===== config.mk =====
export PLATFORM = sky130hd
export DESIGN_NAME = sx_demux
export DESIGN_NICKNAME = d
export VERILOG_FILES = /design/src/rtl/sx_demux.sv
export SDC_FILE = /design/constraint.sdc
export NUM_CORES = 1
export LEC_CHECK = 0
export CAP_MARGIN = 40
export CORE_ASPECT_RATIO = 0.7
export CORE_MARGIN = 1.5
export CORE_UTILIZATION = 34
export DETAILED_ROUTE_END_ITERATION = 10
export PLACE_DENSITY = 0.92
export SYNTH_ARGS = -nofsm -noshare
export SYNTH_HDL_FRONTEND = slang
export SYNTH_SLANG_ARGS = --single-unit

===== constraint.sdc =====
create_clock -name clk -period 2.1 [get_ports clk]
set_input_delay 0.42 -clock clk [delete_from_list [all_inputs] [get_ports clk]]
set_output_delay 0.42 -clock clk [all_outputs]
set_load 0.01 [all_outputs]

===== src/rtl/sx_demux.sv =====
// sx_demux: AXI-Stream 1:N packet demultiplexer with route lock and drop counting
// Ports:
//   clk, reset_n       clock, asynchronous active-low reset
//   s_axis_*           input stream; s_axis_id_i selects the output on a packet's first beat
//   m_axis_*           M_DATA_COUNT output streams fed from one registered beat buffer
//   drop_cnt_o         saturating count of packets whose ID matched no output
module sx_demux #(
  parameter int DATA_WIDTH   = 8,
  parameter int M_DATA_COUNT = 4,
  parameter int ID_WIDTH     = $clog2(M_DATA_COUNT)
) (
  input  logic                                       clk,
  input  logic                                       reset_n,
  input  logic [DATA_WIDTH-1:0]                      s_axis_data_i,
  input  logic [ID_WIDTH-1:0]                        s_axis_id_i,
  input  logic                                       s_axis_last_i,
  input  logic                                       s_axis_valid_i,
  input  logic [DATA_WIDTH/8-1:0]                    s_axis_keep_i,
  output logic                                       s_axis_ready_o,
  output logic [M_DATA_COUNT-1:0][DATA_WIDTH-1:0]    m_axis_data_o,
  output logic [M_DATA_COUNT-1:0]                    m_axis_last_o,
  output logic [M_DATA_COUNT-1:0]                    m_axis_valid_o,
  output logic [M_DATA_COUNT-1:0][DATA_WIDTH/8-1:0]  m_axis_keep_o,
  input  logic [M_DATA_COUNT-1:0]                    m_axis_ready_i,
  output logic [15:0]                                drop_cnt_o
);
  typedef enum logic [1:0] {SM_IDLE, SM_TRANSIT, SM_DROP} state_t;
  state_t state, state_nx;
  logic [ID_WIDTH-1:0] dest_reg, route, out_dest;
  logic [DATA_WIDTH-1:0] out_data;
  logic [DATA_WIDTH/8-1:0] out_keep;
  logic out_valid, out_last, route_ok, discard, drain, accept, load, drop_inc;
  assign route    = (state == SM_TRANSIT) ? dest_reg : s_axis_id_i;
  assign route_ok = {1'b0, route} < (ID_WIDTH+1)'(M_DATA_COUNT);
  // beats that will be thrown away never wait on the output buffer
  assign discard  = (state == SM_DROP) | ((state == SM_IDLE) & !route_ok);
  assign drain    = |(m_axis_valid_o & m_axis_ready_i);
  assign s_axis_ready_o = discard | !out_valid | drain;
  assign accept   = s_axis_valid_i & s_axis_ready_o;
  assign load     = accept & !discard;
  assign drop_inc = accept & discard & s_axis_last_i;
  for (genvar i = 0; i < M_DATA_COUNT; i++) begin : g_out
    assign m_axis_valid_o[i] = out_valid & (out_dest == ID_WIDTH'(i));
    assign m_axis_last_o[i]  = out_last & (out_dest == ID_WIDTH'(i));
    assign m_axis_data_o[i]  = out_data;
    assign m_axis_keep_o[i]  = out_keep;
  end
  always_comb begin
    state_nx = state;
    case (state)
      SM_IDLE:             if (accept && !s_axis_last_i) state_nx = route_ok ? SM_TRANSIT : SM_DROP;
      SM_TRANSIT, SM_DROP: if (accept && s_axis_last_i) state_nx = SM_IDLE;
      default:             state_nx = SM_IDLE;
    endcase
  end
  always_ff @(posedge clk or negedge reset_n) begin
    if (!reset_n) begin
      state      <= SM_IDLE;
      dest_reg   <= '0;
      out_valid  <= 1'b0;
      out_dest   <= '0;
      out_data   <= '0;
      out_keep   <= '0;
      out_last   <= 1'b0;
      drop_cnt_o <= '0;
    end else begin
      state <= state_nx;
      if (state == SM_IDLE && load && !s_axis_last_i) dest_reg <= s_axis_id_i;
      // a new load wins over a drain so the buffer sustains one beat per clock
      if (load) begin
        out_valid <= 1'b1;
        out_dest  <= route;
        out_data  <= s_axis_data_i;
        out_keep  <= s_axis_keep_i;
        out_last  <= s_axis_last_i;
      end else if (drain) begin
        out_valid <= 1'b0;
      end
      if (drop_inc && drop_cnt_o != 16'hFFFF) drop_cnt_o <= drop_cnt_o + 16'd1;
    end
  end
endmodule


======== Word level (Yosys, flattened, before mapping) ========
Index checks and enable logic that the tools add are counted.
word-level totals
  register bits after elaboration ......... 33
  bits of input ports ..................... 19
  output and inout bits ................... 61
  word-level logic and storage cells ...... 52
cells by class
  add/subtract/negate cells ............... 1
  equality and inequality tests ........... 8
  mux-type cells .......................... 6
  bitwise operators ....................... 15
  reductions and logical operators ........ 14
operators by type and width
  operator                                                                 number
  16-bit by 1-bit adder with 16-bit output, second input constant          1
  16-bit inequality test, second input constant                            1
  1-bit AND                                                                12
  2-bit == test, second input constant                                     3
  2-bit two-way mux                                                        3
  1-bit logical AND                                                        5
  4-bit AND                                                                1
  2-bit by 1-bit == test with 1-bit output, second input constant          2
  2-bit logical NOT                                                        2
  2-bit case mux with 2 select lines                                       1
  4-bit OR reduction                                                       1
  1-bit logical NOT                                                        3
  1-bit two-way mux                                                        2
  2-bit by 1-bit inequality test with 1-bit output, second input constant  1
  2-bit inequality test, second input constant                             1
  1-bit bitwise OR                                                         2
  2-bit AND reduction                                                      1
  2-bit nonzero test                                                       1
  2-bit OR reduction                                                       1

======== Logic depth before layout (Yosys ltp) ========
Gate-level depths: netlist of the first run.
  depth after elaboration ................. 9
  mapped depth ............................ 6
  depth with buffers taken out ............ 4

======== Worst setup path before layout of the first run ========
Ideal clock, no wire load.
  path type ............................... flip-flop to flip-flop
  start point ............................. register out_dest[0]
  end point ............................... register out_data[0]
  setup time .............................. 125 ps
  arrival ................................. 1551 ps
  required time ........................... 1975 ps
  slack ................................... 424 ps
  stages on the path, launching flop included .. 6
  path buffers ............................ 2
  clock period less this slack ............ 1676 ps
  cell sequence ........................... dfrtp_1 buf_6 mux2_4 o221ai_4 buf_4 mux2_2
on the way
  longest elaborated chain between the ends .. 7
  elaborated cells on any way between the ends .. 13
  those cells by class .................... eq/ne: 3; bitwise: 8; reduce/logical: 2
RTL lines
  element                                                                 RTL line  RTL
  from (decl)                                                             29        logic [ID_WIDTH-1:0] dest_reg, route, out_dest;
  from (signal assigned)                                                  72        out_dest <= route;
  2-bit by 1-bit == test with 1-bit output, or another cell as far along  43        assign m_axis_valid_o[i] = out_valid & (out_dest == ID_WIDTH'(i));
  1-bit AND                                                               43
  4-bit AND *                                                             37        assign drain = |(m_axis_valid_o & m_axis_ready_i);
  4-bit OR reduction *                                                    37
  1-bit bitwise OR *                                                      38        assign s_axis_ready_o = discard | !out_valid | drain;
  1-bit AND *                                                             39        assign accept = s_axis_valid_i & s_axis_ready_o;
  1-bit AND *                                                             40        assign load = accept & !discard;
  to (signal assigned)                                                    73        out_data <= s_axis_data_i;
  to (decl)                                                               30        logic [DATA_WIDTH-1:0] out_data;
Mark *: on every way between the ends. The rest lies on a longest branch, timed or not.
A chain may end at the register's enable or synchronous reset.

======== Worst setup path in the final report of the first run ========
  start point ............................. register out_dest[1]
  end point ............................... output port m_axis_valid_o[1]
on the way
  longest elaborated chain between the ends .. 2
RTL lines
  element                                   RTL line  RTL
  2-bit by 1-bit == test with 1-bit output  43
  1-bit AND                                 43
  to (decl)                                 22        output logic [M_DATA_COUNT-1:0] m_axis_valid_o,
No other way between the ends.

==> results of run 1 <==
==> layer usage <==
| layer | up-vias | global-route usage (%) | wire (um) |
|---|---|---|---|
| li1 | 361 | - | - |
| met1 | 358 | 13.2 | 745 |
| met2 | 45 | 23.6 | 1180 |
| met3 | 2 | 6.02 | 217 |
| met4 | 0 | 1.92 | 17 |
| met5 | - | 0 | 0 |
==> how the worst max path moves through the flow <==
stage,end,slack [ns],startpoint
after floorplan,out_data[0],0.42,out_dest[0]
after global placement,s_axis_ready_o,-0.09,m_axis_ready_i[2]
after detailed placement,s_axis_ready_o,-0.13,m_axis_ready_i[2]
after CTS,m_axis_last_o[2],0.05,out_dest[0]
after global routing,m_axis_valid_o[1],0.001,out_dest[1]
final,m_axis_valid_o[1],0.07,out_dest[1]
==> worst max-delay path, cell delays in order, from the launching register on <==
cell and delay, ns:
dfrtp_1 0.44, nand2b_1 0.25, nor2_1 0.12, clkdlybuf4s50_1 0.55
==> layout by cell type, fill, tap and decap left out, drive strengths merged, types with 2 or more instances in the layout <==
cell	instances
and3	2
buf	9
clkbuf	4
clkdlybuf4s50	61
conb	16
dfrtp	16
mux2	14
mux2i	2
nand2	4
nand2b	2
nor2	5
o21ai	2
==> per-stage QoR <==
stage | hold WS (ns) | TNS, ns | instances | area [um2]
after floorplan | 0.124 | 0 | 116 | 1140
after global placement | 0.493 | -0.211 | 176 | 1530
after detailed placement | 0.506 | -0.832 | 176 | 1530
after CTS | 0.525 | 0 | 180 | 1590
after global routing | 0.541 | 0 | 182 | 1600
final | 0.523 | 0 | 182 | 1600
==> kinds of logic after synthesis <==
group	after synthesis
AOI/OAI and AO/OA	6
buffers and inverters	47
DFF	16
muxes	16
other	1
and+or+nand+nor	15
==> report_power, final <==
part	leakage [nW]	switching (mW)	internal (mW)
combinational	0.501	0.532	0.922
sequential	0.188	0.152	0.448
clock	0.0288	0.0982	0.166
total	0.717	0.783	1.54
==> area by class of cell <==
class	count	area (um2)	share of cell area [%]
clock buffers	4	55.1	3.43
inverters	1	3.75	0.234
multi-input cells	53	387	24.1
flip-flops and latches	16	400	25.0
well taps	36	45.0	2.81
repair buffers	72	712	44.4
==> synth_stat cells (2+ instances only) <==
cell type / number / share of area [%]
nand2_1: 4 / 1.4
mux2_2: 10 / 10
nor2_1: 5 / 1.7
nand2b_1: 2 / 1.2
dfrtp_1: 16 / 37
and3_1: 2 / 1.2
mux2_4: 4 / 5.5
buf_4: 45 / 31
mux2i_1: 2 / 1.8
o21ai_0: 2 / 0.92
==> what timing repair did <==
item / in CTS / in global routing
hold buffers: 0 / 0
endpoints found under the setup margin: 1 / 2
buffers inserted: 0 / 2
pin swaps: 0 / 0
gates resized for setup: 1 / 1
==> metrics.md, run 1 <==
| Metric | Value |
|---|---|
| CP max FO | 7 |
| R2r setup slk | 0.22 ns |
| Port Buffers | 63 |
| Max_slew headroom | approximately half |
| All-layer global routing usage | approximately an eighth |
| Num ports | 80 |
| First-pass GRT wire length | 3460 um |
| Compound-Gate Fraction of Synth Area | 5.20% |
| # diodes | 0 |
| Gpl congestion | 0.699 |
| RSZ-0062 raised after global routing | false |
| Clock sink count | 16 |
| Hold Path Depth | 1 |
| Layout area overhead | 47.9% |
| CP Launch Type | register |
| Clk Latency, worst-skew pair | 0.24 ns |
| Worst setup margin | roughly 0.07 ns |
| TritonCTS clock tree | done |
| Clock buffer depth | 2 |
| Asr flop ratio synth | 100% |
| Vias in the first global route | 735 |
| CTS H-Tree Depth | 1 |
| Fraction of layout cells with a size suffix above 1 | 19.9% |
| VDD IR max | 0.000468 V |
| Syn avg cell area | 10.7 um2 |
| Routed length per instance | 11.9 um |
| Largest family of logic cells by synthesized area | buffers and inverters |
| Crit Path Class | reg -> out |
| Fillers | 273 |
| Largest net degree at the start of global routing | 17 |
| FF-to-FF End | out_data[0] |
| Die Width | 70.5 um |
| Num CTS Buffers | 3 |
| Total chip power | 2.32 mW |
| Clk_skew | between 0.002 and 0.0025 ns |
| Setup violations, final | 0 |
| Worst r2r path cells | 6 |
| Via count | 766 |
| Yosys reg bits | 16 |
| Final period util | a little over nine tenths |
| CP Data Arrival Time | 1.61 ns |
| Vias per Instance | between 4 and 5 |
| Hold path startpoint | dest_reg[1] |
| Worst-path clk slew | around 0.060 ns |
| Critical Path End Type | primary output |
| DP HPWL | 1800 um |
| Max-cap violation count | 0 |
| Mux contribution to synthesized area | approximately 18% |
| Die height | 50.2 um |
| Adder-Cell Fraction of Synth Area | 0% |
| Worst Hold Class | reg -> reg |
| Hold EP | dest_reg[1] |
| Final Hold Viols | 0 |
| Synth Warn # | 0 |
| Fin nets | 166 |
| Pwr/cell area | 1450 nW/um2 |
| Initial DRC Count | 16 |
| Initial Util | 37.3% |
| Post-layout util | 55.2% |
| Setup WS pre-CTS | -0.129 ns |
| Post-Synth Simple-Gate Area | 7.16% |
| Routed Antenna Nets | 0 |
| Worst Path Required | 1.68 ns |
| Detailed-route DRC error count | 0 |
| Fmax | 492 MHz |
| P_leak | 0.717 nW |
| Drt pass-1 iters | 2 |
| Status | finished clean |
| Max reg flops | 8 |
| Main synth FF type | dfrtp_1 |
| XOR/XNOR Fraction of Synth Area | 0% |
| Initial antenna violation count | 0 |
| Worst slew pin tran | roughly 0.73 ns |
| Post-synth EDFFs | 0 |
| FF-to-FF Start | out_dest[0] |
| Syn Inst Count | ~100 |
| Post-Syn Area | 1080 um2 |
| Slew Limit Fails | 0 |
| Yosys cell types | 19 |
| Register area share after synthesis | roughly 37% |
| Final WL | between 2000 and 2500 um |
| # rows | 16 |
| Die ar. | around 3500 um2 |
| Root buf cell | clkbuf_8 |
| Grt ovf | 0 |
| Core Region | 2900 um2 |
| Final min period | 2.03 ns |
Power figures use the tool's default switching activity.
==> run 2: changes to the inputs <==
- MAX_ROUTING_LAYER: not set -> met4
==> results of run 2 <==
Same layout as run 1: the final DEF is identical, and so are final timing and power.
Among the figures that moved: final weighted congestion in routability-driven placement 0.699 -> 0.707; overall routing resource usage 12.6% -> 13.0%
